File: config.mk
export PLATFORM = sky130hd
export DESIGN_NAME = fifo_uart_tx_flat
export DESIGN_NICKNAME = d
export VERILOG_FILES = /design/src/rtl/fifo_uart_tx_if.sv /design/src/rtl/fifo_uart_tx.sv /design/src/flat_wrapper.sv
export SDC_FILE = /design/constraint.sdc
export NUM_CORES = 1
export LEC_CHECK = 0
export CELL_PAD_IN_SITES_DETAIL_PLACEMENT = 0
export CELL_PAD_IN_SITES_GLOBAL_PLACEMENT = 2
export CORE_UTILIZATION = 25
export DETAILED_ROUTE_END_ITERATION = 8
export PLACE_DENSITY = 0.76
export SKIP_CTS_REPAIR_TIMING = 1
export SLEW_MARGIN = 20
export SYNTH_ARGS = -nofsm -noshare
export SYNTH_HDL_FRONTEND = slang
export SYNTH_SLANG_ARGS = --single-unit
File: constraint.sdc
create_clock -name i_clk_read -period 1.8 [get_ports i_clk_read]
set_input_delay 0.18 -clock i_clk_read [delete_from_list [all_inputs] [get_ports i_clk_read]]
set_output_delay 0.18 -clock i_clk_read [all_outputs]
set_load 0.01 [all_outputs]
File: src/rtl/fifo_uart_tx_if.sv
// FIFO read-port bundle between the dual-clock fifo (slave side) and its UART
// consumer (master side).
interface fifo_uart_tx_if #(
  parameter int DATA_LEN = 8
);
  // Handshake: o_fifo_read is a single-cycle strobe with no ready/back-pressure;
  // the consumer only raises it while i_fifo_empty_n is high, and the FIFO
  // answers with i_fifo_data / i_fifo_read_error valid the cycle after.
  logic                i_fifo_empty_n;
  logic [DATA_LEN-1:0] i_fifo_data;
  logic                i_fifo_read_error;
  logic                o_fifo_read;

  modport master (
    input  i_fifo_empty_n,
    input  i_fifo_data,
    input  i_fifo_read_error,
    output o_fifo_read
  );

  modport slave (
    output i_fifo_empty_n,
    output i_fifo_data,
    output i_fifo_read_error,
    input  o_fifo_read
  );
endinterface

File: src/rtl/fifo_uart_tx.sv
// Drains bytes from the fifo read port and sends them as 8N1 UART frames,
// LSB first, entirely in the read clock domain. All outputs are registered.
module fifo_uart_tx #(
  parameter int CLKS_PER_BIT = 434,
  parameter int DATA_LEN     = 8
) (
  input  logic           i_clk_read,
  input  logic           i_reset,
  input  logic           i_enable,
  fifo_uart_tx_if.master fifo,
  output logic           o_tx,
  output logic           o_busy,
  output logic           o_done,
  output logic           o_underrun,
  output logic [2:0]     o_state
);

  localparam int BAUD_W = $clog2(CLKS_PER_BIT);
  localparam int BIT_W  = $clog2(DATA_LEN + 1);

  typedef enum logic [2:0] {
    IDLE    = 3'd0,
    FETCH   = 3'd1,
    CAPTURE = 3'd2,
    START   = 3'd3,
    DATA    = 3'd4,
    STOP    = 3'd5
  } state_t;

  state_t              state, state_nxt;
  logic [BAUD_W-1:0]   baud_cnt, baud_nxt;
  logic [BIT_W-1:0]    bit_cnt, bit_nxt;
  logic [DATA_LEN-1:0] shift, shift_nxt;
  logic                tx_nxt, read_nxt, busy_nxt, done_nxt, underrun_nxt;
  logic                baud_last;

  assign baud_last = (baud_cnt == BAUD_W'(CLKS_PER_BIT - 1));
  assign o_state   = state;

  always_ff @(posedge i_clk_read) begin
    if (i_reset) begin
      state            <= IDLE;
      baud_cnt         <= '0;
      bit_cnt          <= '0;
      shift            <= '0;
      o_tx             <= 1'b1;
      fifo.o_fifo_read <= 1'b0;
      o_busy           <= 1'b0;
      o_done           <= 1'b0;
      o_underrun       <= 1'b0;
    end else begin
      state            <= state_nxt;
      baud_cnt         <= baud_nxt;
      bit_cnt          <= bit_nxt;
      shift            <= shift_nxt;
      o_tx             <= tx_nxt;
      fifo.o_fifo_read <= read_nxt;
      o_busy           <= busy_nxt;
      o_done           <= done_nxt;
      o_underrun       <= underrun_nxt;
    end
  end

  // o_tx is registered, so each branch computes the line level for the next cycle.
  always_comb begin
    state_nxt    = state;
    baud_nxt     = '0;
    bit_nxt      = bit_cnt;
    shift_nxt    = shift;
    tx_nxt       = 1'b1;
    read_nxt     = 1'b0;
    done_nxt     = 1'b0;
    underrun_nxt = o_underrun;

    case (state)
      IDLE: begin
        bit_nxt = '0;
        if (i_enable && fifo.i_fifo_empty_n) begin
          state_nxt = FETCH;
          read_nxt  = 1'b1;
        end
      end
      FETCH: state_nxt = CAPTURE;
      CAPTURE: begin
        if (fifo.i_fifo_read_error) begin
          underrun_nxt = 1'b1;
          state_nxt    = IDLE;
        end else begin
          shift_nxt = fifo.i_fifo_data;
          tx_nxt    = 1'b0;
          state_nxt = START;
        end
      end
      START: begin
        tx_nxt = 1'b0;
        if (baud_last) begin
          state_nxt = DATA;
          bit_nxt   = '0;
          tx_nxt    = shift[0];
        end else begin
          baud_nxt = baud_cnt + 1'b1;
        end
      end
      DATA: begin
        tx_nxt = shift[0];
        if (baud_last) begin
          shift_nxt = shift >> 1;
          if (bit_cnt == BIT_W'(DATA_LEN - 1)) begin
            state_nxt = STOP;
            tx_nxt    = 1'b1;
          end else begin
            bit_nxt = bit_cnt + 1'b1;
            tx_nxt  = shift[1];
          end
        end else begin
          baud_nxt = baud_cnt + 1'b1;
        end
      end
      STOP: begin
        if (baud_last) begin
          state_nxt = IDLE;
          done_nxt  = 1'b1;
        end else begin
          baud_nxt = baud_cnt + 1'b1;
        end
      end
      default: state_nxt = IDLE;
    endcase

    busy_nxt = (state_nxt != IDLE);
  end

endmodule
File: src/flat_wrapper.sv
// flat-port wrapper written by rule: the top's interface ports become plain ports
module fifo_uart_tx_flat 
#(
  parameter int CLKS_PER_BIT = 434,
  parameter int DATA_LEN     = 8
)
  (i_clk_read, i_reset, i_enable, o_tx, o_busy, o_done, o_underrun, o_state, fifo_i_fifo_empty_n, fifo_i_fifo_data, fifo_i_fifo_read_error, fifo_o_fifo_read);
  fifo_uart_tx_if #(.DATA_LEN(DATA_LEN)) fifo_i ();
  input  logic i_clk_read;
  input  logic i_reset;
  input  logic i_enable;
  output logic o_tx;
  output logic o_busy;
  output logic o_done;
  output logic o_underrun;
  output logic [2:0] o_state;
  input wire logic [$bits(fifo_i.i_fifo_empty_n)-1:0] fifo_i_fifo_empty_n;
  input wire logic [$bits(fifo_i.i_fifo_data)-1:0] fifo_i_fifo_data;
  input wire logic [$bits(fifo_i.i_fifo_read_error)-1:0] fifo_i_fifo_read_error;
  output wire logic [$bits(fifo_i.o_fifo_read)-1:0] fifo_o_fifo_read;
  assign fifo_i.i_fifo_empty_n = fifo_i_fifo_empty_n;
  assign fifo_i.i_fifo_data = fifo_i_fifo_data;
  assign fifo_i.i_fifo_read_error = fifo_i_fifo_read_error;
  assign fifo_o_fifo_read = fifo_i.o_fifo_read;
  fifo_uart_tx #(.CLKS_PER_BIT(CLKS_PER_BIT), .DATA_LEN(DATA_LEN)) u_core (.i_clk_read(i_clk_read), .i_reset(i_reset), .i_enable(i_enable), .fifo(fifo_i), .o_tx(o_tx), .o_busy(o_busy), .o_done(o_done), .o_underrun(o_underrun), .o_state(o_state));
endmodule
==> flow_metrics.py, run 1 <==
metrics = {
    "status": {
        "status": "finished with violations",
        "violations": "setup timing",
    },
    "floorplan": {
        "io_pins": 21,
        "die_area_mm2": 0.00594,
        "rows": 26,
        "core_mm2": 0.00527,
        "fp.dieH_um": 77.1,
        "die_width_um": 77.1,
        "start_util_pct": 26.7,
    },
    "global_routing": {
        "grt_pass1_wl_um": 5610,
        "grt_pass1_vias": 1213,
        "antenna_found_initial": 0,
        "gr-total-overflow": 0,
        "grtUsageTotal_pct": 12.4,
        "grt_max_degree": 16,
    },
    "synth": {
        "ys_async_sr_fraction_pct": 0,
        "synth_fp_nets": 175,
        "synth_edf_count": 0,
        "syn_avg_cell_area_um2": 8.86,
        "ys_ff_latch": 29,
        "syn_area_mm2": 0.00141,
        "ys.flop_type": "dfxtp_1",
        "synth_seq_area_share_pct": 41.2,
        "synthDistinctLibCells": 46,
        "yosys_warnings": 0,
        "synth_cells": 159,
    },
    "clock_network": {
        "cts_buffers": 5,
        "numClockSinks": 29,
        "cts-root-buf": "clkbuf_8",
        "cts.path.max_buffers": 2,
        "cts_max_level": 2,
        "clk_pin_slew_ns": 0.06,
        "clock_latency_ns": 0.28,
        "cts_tree": "done",
    },
    "routing": {
        "drc_errors": 0,
        "viasPerCell": 4.66,
        "vias": 1253,
        "dr.pass1.iters": 4,
        "ant_nets": 0,
        "drtIter0Drc": 55,
        "post_drt_wl_per_cell_um": 12.7,
        "drt_wl_total_um": 3420,
    },
    "timing": {
        "finalCriticalPeriod_ns": 1.81,
        "holdWs_ns": 0.470,
        "timing.fmax_mhz": 552,
        "hold_viol_final": 0,
        "setup_ws_ns": -0.0117,
        "rsz0062_at_grt": "yes",
        "fin_skew_ns": 0.00323,
        "relSlewSlack_pct": 55.1,
        "finalSetupViolCount": 1,
        "fin_crit_sh_pct": 101,
        "tns_ns": -0.0117,
        "maxSlewViolCount": 0,
        "tightest_slew_ns": 0.664,
    },
    "place": {
        "port_buffers": 20,
        "gp_congestion": 0.762,
        "place_hpwl_um": 2520,
        "placed_cells": 259,
    },
    "pwr": {
        "p_leak_nw": 0.685,
        "power_density_mw_per_mm2": 677,
        "peakVddDrop_mv": 0.276,
    },
    "cells_and_area": {
        "final_nets": 215,
        "syn2layout_area_growth_pct": 38.3,
        "fin_cells": 269,
        "drive_above_1_share_pct": 23.6,
        "diodes": 0,
    },
    "setup_path": {
        "worst-path-buf-inv": 2,
        "start_kind": "register",
        "end_kind": "register",
        "cpPeakStageDelay_ns": 0.35,
        "crit_chain": "inv_1 > ha_2 > and4bb_4 > buf_6 > nand2_2 > a31oi_4 > a31oi_1 > or3_1",
        "crit_required_ns": 1.96,
        "critical_path.top_delay_family": "simple AND/OR/NAND/NOR gates",
        "cp_slowest_cell": "or3_1",
        "crit_arrival_ns": 1.97,
        "worst-path-max-fanout": 4,
        "crit_type": "register to register",
    },
    "run": {
        "maxCapViolations": 0,
    },
    "worst_hold_path": {
        "min_path_type": "register to register",
    },
}
==> cell families after synthesis <==
kind of cell / after synthesis / share of synthesized area (%)
compound gates: 28 / 11.9
xor+xnor: 8 / 4.97
fa+ha+maj: 3 / 2.66
buf+inv: 12 / 4.80
flops: 29 / 41.2
mux: 6 / 4.26
simple gates: 73 / 30.2
==> synth_stat cells (4+ instances only) <==
| master | number | area [µm²] |
|---|---|---|
| inv_1 | 4 | 15.0 |
| a21oi_1 | 13 | 65.1 |
| nor2_1 | 29 | 109 |
| mux2i_1 | 6 | 60.1 |
| a31oi_1 | 4 | 25.0 |
| nand2_1 | 6 | 22.5 |
| nand3_1 | 7 | 35.0 |
| xor2_1 | 6 | 52.6 |
| dfxtp_1 | 29 | 581 |
| or3_1 | 4 | 25.0 |
==> layer usage <==
| layer | vias up | global-route usage, % | routed length [µm] |
|---|---|---|---|
| li1 | 644 | - | - |
| met3 | 6 | 3.69 | 124 |
| met1 | 585 | 15.7 | 1670 |
| met2 | 18 | 18.4 | 1550 |
| met5 | - | 0 | 0 |
| met4 | 0 | 7.36 | 82 |
==> area by class of cell <==
type / count / area (µm²)
clock buffers: 7 / 86.3
fillers: 549 / 3320
flip-flops and latches: 29 / 582
repair buffers: 41 / 362
multi-input cells: 118 / 816
inverters: 4 / 15.0
well taps: 70 / 87.6
==> through the flow <==
stage	utilization, %	power, W	setup WS (ns)	area [µm²]
global placement	33.8	0.000793	-0.131	1780
CTS	35.4	0.00133	-0.197	1870
finish	37.0	0.00132	-0.0117	1950
detailed placement	33.8	0.000792	-0.182	1780
floorplan	-	0.000729	0.102	1410
global route	37.0	0.00139	-0.0850	1950
==> power breakdown <==
group          internal [W]  total, W  switching (W)
clock              0.000302  0.000532       0.000230
sequential         0.000654  0.000662     0.00000784
combinational     0.0000678  0.000124      0.0000566
total               0.00102   0.00132       0.000294
==> flip-flops by register name, indices dropped and copies added (netlist names) <==
register,flops
u_core.baud_cnt,9
u_core.o_busy,1
u_core.fifo.o_fifo_read,1
u_core.o_tx,1
u_core.shift,8
u_core.o_state,3
u_core.o_done,1
u_core.bit_cnt,4
u_core.o_underrun,1
==> path summary, 6_finish.rpt <==
kind                                    startpoint                end  slack, ns  cells after the start
worst max register to register  u_core.baud_cnt[1]      u_core.o_busy      -0.01                      8
worst min register to register   u_core.o_underrun  u_core.o_underrun       0.47                      2
worst max-delay path            u_core.baud_cnt[1]      u_core.o_busy      -0.01                      8
worst min-delay path             u_core.o_underrun  u_core.o_underrun       0.47                      2
==> layout by cell type (no fill, tap or decap), drive strengths merged, types with 2 or more instances in the layout <==
master / netlist / final
and4: 2 / 2
inv: 4 / 4
dfxtp: 29 / 29
nor2b: 2 / 2
clkdlybuf4s50: 0 / 20
a211oi: 2 / 2
nor4: 2 / 2
nor2: 29 / 29
nand4: 3 / 3
a31oi: 4 / 4
xnor2: 2 / 2
buf: 6 / 21
nor3b: 2 / 2
mux2i: 6 / 6
clkbuf: 2 / 7
nand3b: 2 / 2
nand2: 6 / 6
nor3: 3 / 3
nand3: 7 / 7
xor2: 6 / 6
o21ai: 3 / 3
ha: 3 / 3
or3: 4 / 4
a21oi: 13 / 13
==> worst reg2reg max path: stages, from the launching register on <==
cell and delay (ns):
dfxtp_1 0.31, inv_1 0.05, ha_2 0.17, and4bb_4 0.28, buf_6 0.12, nand2_2 0.08, a31oi_4 0.21, a31oi_1 0.13
or3_1 0.35
Note: power is estimated with default switching activity, not from simulation.
==> run 2: changes to the inputs <==
--- a/config.mk
+++ b/config.mk
@@ -8,7 +8,9 @@
 export CELL_PAD_IN_SITES_DETAIL_PLACEMENT = 0
 export CELL_PAD_IN_SITES_GLOBAL_PLACEMENT = 2
 export CORE_UTILIZATION = 25
+export CTS_CLUSTER_SIZE = 12
 export DETAILED_ROUTE_END_ITERATION = 8
+export GPL_TIMING_DRIVEN = 0
 export PLACE_DENSITY = 0.76
 export SKIP_CTS_REPAIR_TIMING = 1
 export SLEW_MARGIN = 20
==> run 2 against run 1 <==
Net effect:
- the flow now finishes without violations
- fmax rose by 5.4%
- count of clock-buffer cells in the layout unchanged
- sequential share of layout area is 1.5 points higher
- utilization shrank 1.4 points
- clock power up 9.0%
- sequential power about the same
- setup slack improved by 0.092 ns
- largest cell class unchanged
- largest power group unchanged
- highest routed layer unchanged
==> flow_metrics.py, run 2 (synthesis gave the netlist of run 1 again) <==
metrics = {
    "cells_and_area": {
        "largest_reg_flops": 9,
        "num-fill-cells": 568,
        "syn2layout_area_growth_pct": 33.1,
        "diodes": 0,
        "top_regs": "u_core.baud_cnt: 9 flops, u_core.shift: 8 flops, u_core.bit_cnt: 4 flops",
        "drive_above_1_share_pct": 18.2,
        "layout_commonest_cell": "nor2_1",
        "post-route-cell-area_mm2": 0.00188,
        "final_nets": 202,
        "mostFrequentLayoutCells": "nor2_1, dfxtp_1, clkdlybuf4s50_1",
        "finish.utilization_pct": 35.6,
        "regMostFlops": "u_core.baud_cnt",
    },
    "setup_path": {
        "rrSetupSlack_ns": 0.08,
        "setup.worst_path.end": "u_core.o_busy",
        "reg2reg_depth": 7,
        "r2r_start": "u_core.baud_cnt[1]",
        "r2r-end": "u_core.o_busy",
        "crit_arrival_ns": 1.88,
        "critPathLaunch": "u_core.baud_cnt[1]",
        "crit_chain": "inv_1 > ha_2 > and4bb_4 > nand2_2 > a31oi_4 > a31oi_1 > or3_1",
        "crit_required_ns": 1.96,
        "end_kind": "register",
        "start_kind": "register",
        "cpPeakStageDelay_ns": 0.35,
        "crit_type": "register to register",
        "worst-path-max-fanout": 5,
        "cp_slowest_cell": "or3_1",
    },
    "floorplan": {
        "rows": 26,
        "fp.dieH_um": 77.1,
        "core_mm2": 0.00527,
        "die_width_um": 77.1,
        "die_area_mm2": 0.00594,
        "io_pins": 21,
        "start_util_pct": 26.7,
    },
    "pwr": {
        "swShare_pct": 22.0,
        "pwr-share-comb_pct": 8.4,
        "clock_power_share_pct": 42.9,
        "design_power_total_w": 0.00135,
        "p_int_w": 0.00106,
        "p_switching_w": 0.000298,
        "peakVddDrop_mv": 0.402,
        "p_seq_share_pct": 48.7,
        "p_leak_nw": 0.626,
        "power_density_mw_per_mm2": 722,
    },
    "run": {
        "maxCapViolations": 0,
    },
    "routing": {
        "vias": 1199,
        "drt_wl_total_um": 3280,
        "drtIter0Drc": 66,
        "drc_errors": 0,
        "ant_nets": 0,
        "dr.pass1.iters": 4,
        "post_drt_wl_per_cell_um": 12.7,
        "viasPerCell": 4.67,
    },
    "clock_network": {
        "cts_max_level": 2,
        "cts.path.max_buffers": 2,
        "clk_pin_slew_ns": 0.06,
        "cts_tree": "done",
        "cts-root-buf": "clkbuf_8",
        "numClockSinks": 29,
        "clock_latency_ns": 0.28,
        "cts_buffers": 5,
    },
    "worst_hold_path": {
        "min_path_type": "input port to register",
        "hp-start": "i_reset",
    },
    "timing": {
        "finalSetupViolCount": 0,
        "rsz0062_at_grt": "no",
        "hold_viol_final": 0,
        "maxSlewViolCount": 0,
        "fin_crit_sh_pct": 95.5,
        "fin_skew_ns": 0.00695,
        "relSlewSlack_pct": 72.0,
        "holdWs_ns": 0.179,
        "tightest_slew_ns": 0.418,
        "timing.fmax_mhz": 582,
        "finalCriticalPeriod_ns": 1.72,
    },
    "place": {
        "post_dp_cell_area_mm2": 0.00169,
        "port_buffers": 19,
        "gp_congestion": 0.724,
        "place_hpwl_um": 2430,
    },
    "global_routing": {
        "gr-total-overflow": 0,
        "grt_pass1_wl_um": 5460,
        "grt_max_degree": 11,
        "grt_pass1_vias": 1163,
        "grtUsageTotal_pct": 11.8,
        "antenna_found_initial": 0,
    },
    "status": {
        "status": "complete, no violations",
    },
}
[run 2: how the worst min path moves through the flow]
| stage | to | slack [ns] | cells past startpoint |
|---|---|---|---|
| after floorplan | u_core.fifo.o_fifo_read | 0.33 | 2 |
| after global placement | u_core.shift[3] | 0.47 | 2 |
| after detailed placement | u_core.o_underrun | 0.46 | 2 |
| after CTS | u_core.o_done | 0.17 | 2 |
| after global routing | u_core.bit_cnt[1] | 0.19 | 2 |
| final | u_core.o_done | 0.18 | 2 |
[run 2: routing by layer]
metal	wire length (µm)	GRT usage, %	vias to the layer above
met4	64	5.66	0
li1	-	-	621
met3	150	3.21	6
met2	1350	16.3	24
met5	0	0	-
met1	1710	16.5	548
[run 2: metrics by stage]
step | setup TNS [ns] | std cells | worst slack, ns
floorplan | 0 | 159 | 0.102
global placement | -1.58 | 248 | -0.175
detailed placement | -1.99 | 248 | -0.217
CTS | -1.52 | 256 | -0.219
global route | 0 | 257 | 0.0000264
finish | 0 | 257 | 0.0808
[run 2: worst max-delay path: cells and delay by family (launching register included)]
kind / cells / cell delay (ns)
and+or+nand+nor: 3 / 0.75
DFF: 1 / 0.34
AOI/OAI and AO/OA: 2 / 0.28
adders and majority gates: 1 / 0.18
buffers and inverters: 1 / 0.05
[run 2: layout make-up]
class	count	area [µm²]	area share (%)
tap	70	87.6	4.67
buffer	6	42.5	2.27
inverter	4	15.0	0.801
clock buffer	7	96.3	5.14
clock inverter	1	5.00	0.267
multi-input combinational	118	828	44.2
sequential	29	588	31.4
timing repair buffer	22	213	11.3
[run 2: power by group through the flow]
stage / clock (W) / sequential (W) / combinational [W]
after detailed placement: 0 / 0.000676 / 0.000107
after floorplan: 0 / 0.000678 / 0.0000514
after global routing: 0.000638 / 0.000660 / 0.000125
after global placement: 0 / 0.000675 / 0.000107
final: 0.000580 / 0.000659 / 0.000114
after CTS: 0.000603 / 0.000662 / 0.000108
